[src/rtl/sfr_timer_bank.sv]
// sfr_timer_bank: bank of 8051-style timer/counters behind a byte-wide SFR port.
// Each channel has TL/TH count bytes, a MODE byte (GATE, C/T, M1, M0) and a
// CTRL byte (TR run, TF overflow flag, IE interrupt enable). Counting is driven
// either by a shared prescaler tick or by falling edges on a synchronised pin.
module sfr_timer_bank #(
  parameter int         CH        = 2,
  parameter int         PRESCALE  = 12,
  parameter logic [7:0] BASE_ADDR = 8'hC0
) (
  input  logic          clk,
  input  logic          rst_n,
  input  logic [7:0]    addr,
  input  logic          wr_en,
  input  logic          rd_en,
  input  logic [7:0]    wdata,
  output logic [7:0]    rdata,
  output logic          rd_valid,
  input  logic [CH-1:0] cnt_in,
  input  logic [CH-1:0] gate_in,
  output logic [CH-1:0] tf,
  output logic          irq
);

  localparam logic [7:0] PRESC_MAX = 8'(PRESCALE - 1);
  localparam logic [8:0] SPAN      = 9'(4 * CH);

  // Shared prescaler
  logic [7:0] presc_q, presc_d;
  logic       tick;

  // Pin synchronisers and edge detector
  logic [CH-1:0] cnt_s1_q, cnt_s1_d, cnt_s2_q, cnt_s2_d, cnt_prev_q, cnt_prev_d;
  logic [CH-1:0] gate_s1_q, gate_s1_d, gate_s2_q, gate_s2_d;
  logic [CH-1:0] cnt_fall;

  // Read path
  logic [7:0] rdata_q, rdata_d;
  logic       rd_valid_q, rd_valid_d;
  logic [7:0] rd_mux;
  logic [7:0] rd_ch [CH];

  // Address decode
  logic [8:0] off;
  logic       hit;
  logic [1:0] ch_sel;
  logic [1:0] reg_sel;

  logic [CH-1:0] ie_vec;

  assign tick = (presc_q == PRESC_MAX);

  // Offset computed in 9 bits so addresses below the base cannot alias into the bank
  assign off     = {1'b0, addr} - {1'b0, BASE_ADDR};
  assign hit     = ~off[8] && (off < SPAN);
  assign ch_sel  = off[3:2];
  assign reg_sel = off[1:0];

  // Prescaler wraps at PRESCALE-1; with PRESCALE=1 tick stays high every cycle
  always_comb begin
    presc_d = tick ? 8'd0 : presc_q + 8'd1;
  end

  // Two-flop synchronisers plus one history flop for falling-edge detection
  always_comb begin
    cnt_s1_d   = cnt_in;
    cnt_s2_d   = cnt_s1_q;
    cnt_prev_d = cnt_s2_q;
    gate_s1_d  = gate_in;
    gate_s2_d  = gate_s1_q;
  end

  assign cnt_fall = cnt_prev_q & ~cnt_s2_q;

  // Read data is captured on the strobe and held until the next read
  always_comb begin
    rd_mux = 8'h00;
    for (int i = 0; i < CH; i++) begin
      rd_mux = rd_mux | rd_ch[i];
    end
    rdata_d    = rd_en ? rd_mux : rdata_q;
    rd_valid_d = rd_en;
  end

  // Shared state registers
  always_ff @(posedge clk or negedge rst_n) begin
    if (!rst_n) begin
      presc_q    <= '0;
      cnt_s1_q   <= '0;
      cnt_s2_q   <= '0;
      cnt_prev_q <= '0;
      gate_s1_q  <= '0;
      gate_s2_q  <= '0;
      rdata_q    <= '0;
      rd_valid_q <= 1'b0;
    end else begin
      presc_q    <= presc_d;
      cnt_s1_q   <= cnt_s1_d;
      cnt_s2_q   <= cnt_s2_d;
      cnt_prev_q <= cnt_prev_d;
      gate_s1_q  <= gate_s1_d;
      gate_s2_q  <= gate_s2_d;
      rdata_q    <= rdata_d;
      rd_valid_q <= rd_valid_d;
    end
  end

  for (genvar gi = 0; gi < CH; gi++) begin : g_ch
    logic [7:0]  tl_q, tl_d, th_q, th_d;
    logic [3:0]  mode_q, mode_d;
    logic        tr_q, tr_d, tf_q, tf_d, ie_q, ie_d;
    logic        sel, wr_tl, wr_th, wr_mode, wr_ctrl;
    logic        en, inc, ovf;
    logic [7:0]  inc_tl, inc_th;
    logic [12:0] cnt13_nx;
    logic [15:0] cnt16_nx;
    logic [7:0]  rd_val;

    assign sel     = hit && (ch_sel == 2'(gi));
    assign wr_tl   = wr_en && sel && (reg_sel == 2'd0);
    assign wr_th   = wr_en && sel && (reg_sel == 2'd1);
    assign wr_mode = wr_en && sel && (reg_sel == 2'd2);
    assign wr_ctrl = wr_en && sel && (reg_sel == 2'd3);

    // GATE=1 lets the synchronised gate pin qualify the run bit
    assign en  = tr_q & (~mode_q[3] | gate_s2_q[gi]);
    assign inc = en & (mode_q[2] ? cnt_fall[gi] : tick);

    assign cnt13_nx = {th_q, tl_q[4:0]} + 13'd1;
    assign cnt16_nx = {th_q, tl_q} + 16'd1;

    // Candidate count after one increment, by mode; mode 3 leaves everything as is
    always_comb begin
      inc_tl = tl_q;
      inc_th = th_q;
      ovf    = 1'b0;
      case (mode_q[1:0])
        2'd0: begin
          inc_tl = {tl_q[7:5], cnt13_nx[4:0]};
          inc_th = cnt13_nx[12:5];
          ovf    = &{th_q, tl_q[4:0]};
        end
        2'd1: begin
          inc_tl = cnt16_nx[7:0];
          inc_th = cnt16_nx[15:8];
          ovf    = &{th_q, tl_q};
        end
        2'd2: begin
          if (tl_q == 8'hFF) begin
            inc_tl = th_q;
            ovf    = 1'b1;
          end else begin
            inc_tl = tl_q + 8'd1;
          end
        end
        default: begin
          ovf = 1'b0;
        end
      endcase
    end

    // CPU writes to either count byte discard the increment entirely; overflow beats a TF clear
    always_comb begin
      tl_d   = tl_q;
      th_d   = th_q;
      mode_d = mode_q;
      tr_d   = tr_q;
      tf_d   = tf_q;
      ie_d   = ie_q;
      if (wr_tl || wr_th) begin
        if (wr_tl) tl_d = wdata;
        if (wr_th) th_d = wdata;
      end else if (inc) begin
        tl_d = inc_tl;
        th_d = inc_th;
      end
      if (wr_mode) mode_d = wdata[3:0];
      if (wr_ctrl) begin
        tr_d = wdata[0];
        ie_d = wdata[2];
        if (wdata[1]) tf_d = 1'b0;
      end
      if (inc && ovf && !(wr_tl || wr_th)) tf_d = 1'b1;
    end

    // Per-channel register file
    always_ff @(posedge clk or negedge rst_n) begin
      if (!rst_n) begin
        tl_q   <= '0;
        th_q   <= '0;
        mode_q <= '0;
        tr_q   <= 1'b0;
        tf_q   <= 1'b0;
        ie_q   <= 1'b0;
      end else begin
        tl_q   <= tl_d;
        th_q   <= th_d;
        mode_q <= mode_d;
        tr_q   <= tr_d;
        tf_q   <= tf_d;
        ie_q   <= ie_d;
      end
    end

    // Register view for the read mux; unused upper bits read as zero
    always_comb begin
      rd_val = 8'h00;
      case (reg_sel)
        2'd0:    rd_val = tl_q;
        2'd1:    rd_val = th_q;
        2'd2:    rd_val = {4'h0, mode_q};
        default: rd_val = {5'h00, ie_q, tf_q, tr_q};
      endcase
    end

    assign rd_ch[gi]  = sel ? rd_val : 8'h00;
    assign tf[gi]     = tf_q;
    assign ie_vec[gi] = ie_q;
  end

  assign rdata    = rdata_q;
  assign rd_valid = rd_valid_q;
  assign irq      = |(tf & ie_vec);

endmodule

[config.mk]
export PLATFORM = sky130hd
export DESIGN_NAME = sfr_timer_bank
export DESIGN_NICKNAME = d
export VERILOG_FILES = /design/src/rtl/sfr_timer_bank.sv
export SDC_FILE = /design/constraint.sdc
export NUM_CORES = 1
export LEC_CHECK = 0
export ABC_CLOCK_PERIOD_IN_PS = 2400
export CAP_MARGIN = 10
export CORE_MARGIN = 1.5
export CORE_UTILIZATION = 59
export CTS_CLUSTER_SIZE = 20
export DETAILED_ROUTE_END_ITERATION = 10
export PLACE_DENSITY = 0.89
export SETUP_SLACK_MARGIN = 0.15
export SYNTH_ARGS = -nofsm -noshare
export SYNTH_HDL_FRONTEND = slang
export SYNTH_SLANG_ARGS = --single-unit
[constraint.sdc]
create_clock -name clk -period 2.4 [get_ports clk]
set_clock_uncertainty 0.05 [all_clocks]
set_input_delay 0.36 -clock clk [delete_from_list [all_inputs] [get_ports clk]]
set_output_delay 0.36 -clock clk [all_outputs]
set_load 0.03 [all_outputs]
==> impl_results.md <==
* Die area at approximately 8400 um^2
* Clock sinks at between 70 and 80
* Cells after DPL at approximately 650
* CP Class: flop to flop
* Core area at 7690 um^2
* Pre-CTS setup slack at -0.0722 ns
* # rows at 32
* Period utilization at between 90% and 100%
* Crit path launch type: flop
* Slew headroom at between 60 and 70%
* Total Nets Final at 600
* Peak supply drop at ~290 uV
* Hold Path Stages at 0
* Sum Neg Setup Slack at 0 ns
* TritonCTS clock tree: built
* Sw frac at 28.8%
* Design Power at a little under 3 mW
* Int Pwr at about 2.1 mW
* FF-to-FF setup slack at around 0.23 ns
* Post-synthesis sequential area ratio at between 30% and 40%
* Final setup violation count at 0
* Reg2Reg Depth at 6
* First-pass GRT wire length at roughly 23 mm
* Fraction of registers with async set/reset at between 90% and 100%
* Vias in the first global route at 4447
* Worst-path clk slew at 0.09 ns
* Worst-case clock buffer depth at 2
* Yosys synthesis warning count at 0
* Routed Antenna Nets at 0
* Commonest non-fill, non-tap cell in the layout: dfrtp_1
* Mapped Cells at between 400 and 500
* I/O pin count at 36
* Min Clock Period, post-route at about 2.2 ns
* CTS buffer count at 9
* Slew Viols, Final at 0
* Final hold violation count at 0
* Port buffer count at 35
* Initial core utilization at approximately 60%
* Reg2reg start: g_ch[0].tl_q[0]$_DFFE_PN0P_
* Die X-Extent at approximately 92 um
* Syn Nets at 520
* Max_cap viols at 0
* Pleak at between 2 and 2.5 nW
* Status: completed
* Fill count at between 500 and 600
* Crit path arrival time at about 2.4 ns
* Post-Layout Cell Count at about 670
* DPL Wire Length at 10.8 mm
* WL/cell at ~22 um
* Clock power share at between 30% and 40%
* Hold Crit Class: flop to flop
* Post-Syn Area at roughly 4600 um^2
* Syn Area/Cell at between 9 and 10 um^2
* Max frequency at 462 MHz
* Setup WS post-layout at 0.234 ns
* Logic pwr share at 15.6%
* Share of cells above drive strength 1 at around 20%
* RSZ-0062 raised after global routing: yes
* GPL Wtd Cong at about 1.0
* Total gr overflow at 0
* Critical path required time at roughly 2.6 ns
* CP max FO at 5
* Worst Hold End: gate_s2_q[1]$_DFF_PN0_
* Slew @ Worst Pin at 0.576 ns
* Vias at approximately 4600
* H-tree depth at 3
* First-pass DRT Iterations at 5
* Sw Pwr at about 850 uW
* Vias per cell at approximately 7
* Util after Layout at between 70% and 80%
* Most frequent cells in the layout: 73 x dfrtp_1, 58 x buf_4, 41 x nand2_1, 34 x clkdlybuf4s50_1, 32 x nor2_1
* Initial antenna violation count at 0
* Die Ht at about 92 um
* Seq pwr share at a little under half
* Diode count at 0
* Critical R2R Capture: g_ch[0].th_q[5]$_DFFE_PN0P_
* Most common flop cell mapped by yosys: dfrtp_1
* Largest net degree at the start of global routing at 44
* Min-delay src: gate_s1_q[1]$_DFF_PN0_
* Root buffer cell: clkbuf_8
* Gr usage total at a little over a third
* Post-synth EDFFs at 0
* WL final at between 10 and 15 mm
* Pwr Density at ~520 nW/um^2
* Post-synth cell types at about 70
* Synthesis-stage register bit count at between 70 and 80
* Worst-skew pair later-pin latency at 0.37 ns
* # DRC at 0
* Detailed Route Iter0 Violations at ~490
* Syn-to-layout area delta at 22.9%
* Crit end category: flop
## layout make-up
type	count	area [um^2]	area share, %
Inverter	30	113	1.97
Clock inverter	7	103	1.80
Tap cell	102	128	2.24
Sequential cell	73	1830	32.0
Multi-Input combinational cell	356	2580	45.3
Clock buffer	9	124	2.17
Timing Repair Buffer	95	826	14.5
## synthesized netlist by cell type, types with 4 or more instances
| library cell | n | area, um^2 |
|---|---|---|
| o22ai_1 | 13 | 81.3 |
| and2_1 | 5 | 31.3 |
| a41oi_1 | 5 | 43.8 |
| nand4_1 | 11 | 68.8 |
| ha_1 | 11 | 138 |
| and4_1 | 4 | 35.0 |
| a22o_1 | 5 | 43.8 |
| nor2_1 | 33 | 124 |
| inv_1 | 30 | 113 |
| mux4_2 | 9 | 203 |
| o311ai_0 | 9 | 78.8 |
| o31a_1 | 4 | 35.0 |
| mux2_2 | 12 | 135 |
| a31oi_1 | 4 | 25.0 |
| nor3_1 | 7 | 35.0 |
| a221oi_1 | 6 | 52.6 |
| o21ai_0 | 30 | 150 |
| dfrtp_1 | 73 | 1830 |
| clkbuf_1 | 13 | 48.8 |
| xnor2_1 | 7 | 61.3 |
| mux2i_1 | 6 | 60.1 |
| buf_2 | 8 | 40.0 |
| a21boi_0 | 4 | 30.0 |
| nand2_1 | 41 | 154 |
| o211ai_1 | 5 | 37.5 |
| nand3_1 | 27 | 135 |
| a21oi_1 | 15 | 75.1 |
| nor4b_1 | 4 | 35.0 |
| and3_1 | 12 | 75.1 |
## metal layers
| metal | vias up | share of wire [%] | GRT usage [%] |
|---|---|---|---|
| li1 | 2016 | - | - |
| met1 | 2217 | 38 | 45.0 |
| met2 | 319 | 46 | 56.6 |
| met3 | 81 | 10 | 8.29 |
| met4 | 0 | 5.2 | 20.0 |
| met5 | - | 0 | 0 |
## metrics by stage
stage / hold WS, ns / area [um^2]
floorplan: 0.0144 / 4640
CTS: 0.305 / 5680
detailed placement: 0.280 / 5450
global route: 0.316 / 5700
global placement: 0.281 / 5450
finish: 0.306 / 5700
## cells by family after synthesis
group | after synthesis | share of synthesized area (%)
simple gates | 170 | 20.0
flops | 73 | 39.3
xor+xnor | 8 | 1.51
buf+inv | 56 | 5.31
fa+ha+maj | 11 | 2.96
mux | 28 | 9.14
compound gates | 139 | 21.8
## worst max-delay path by stage
stage          slack [ns]                          start                           to  depth (start not counted)
2_1_floorplan        0.35  g_ch[1].mode_q[1]$_DFFE_PN0P_  g_ch[1].th_q[3]$_DFFE_PN0P_                          7
3_3_place_gp        -0.03                        addr[3]  g_ch[0].tl_q[4]$_DFFE_PN0P_                          6
3_5_place_dp        -0.07                        addr[3]  g_ch[0].tl_q[4]$_DFFE_PN0P_                          6
4_1_cts              0.15           presc_q[0]$_DFF_PN0_  g_ch[1].tl_q[4]$_DFFE_PN0P_                          6
5_1_grt               0.1  g_ch[1].mode_q[1]$_DFFE_PN0P_  g_ch[1].th_q[3]$_DFFE_PN0P_                          7
6_report             0.23    g_ch[0].tl_q[0]$_DFFE_PN0P_  g_ch[0].th_q[5]$_DFFE_PN0P_                          6
## power groups by stage
stage	Sequential [mW]	Combinational [mW]	Clock, mW
floorplan	1.35	0.252	0
global placement	1.37	0.434	0
detailed placement	1.38	0.446	0
CTS	1.35	0.450	1.14
global route	1.36	0.494	1.19
finish	1.36	0.460	1.13
## critical path: stages (launching register included)
cell      delay [ns]
dfrtp_1         0.48
ha_1            0.22
nand4_1         0.24
nor3_1          0.24
o2111a_2        0.33
mux2_2          0.35
nor3_1          0.18
## what timing repair did
action,4_1_cts,5_1_grt
resized for setup,1,10
cloned,0,0
endpoints found under the setup margin,2,17
endpoints found under the hold margin,30,0
setup buffers,0,1
hold buffers,1,0
## sequential cells by signal (all words and copies together), names as in the netlist
name,cells
g_ch.th_q,16
g_ch.tl_q,16
g_ch.mode_q,8
presc_q,8
rdata,8
cnt_prev_d,2
cnt_prev_q,2
cnt_s1_q,2
g_ch.ie_q,2
g_ch.tf_q,2
g_ch.tr_q,2
gate_s1_q,2
gate_s2_q,2
rd_valid,1
Note: power is estimated with default switching activity, not from simulation.
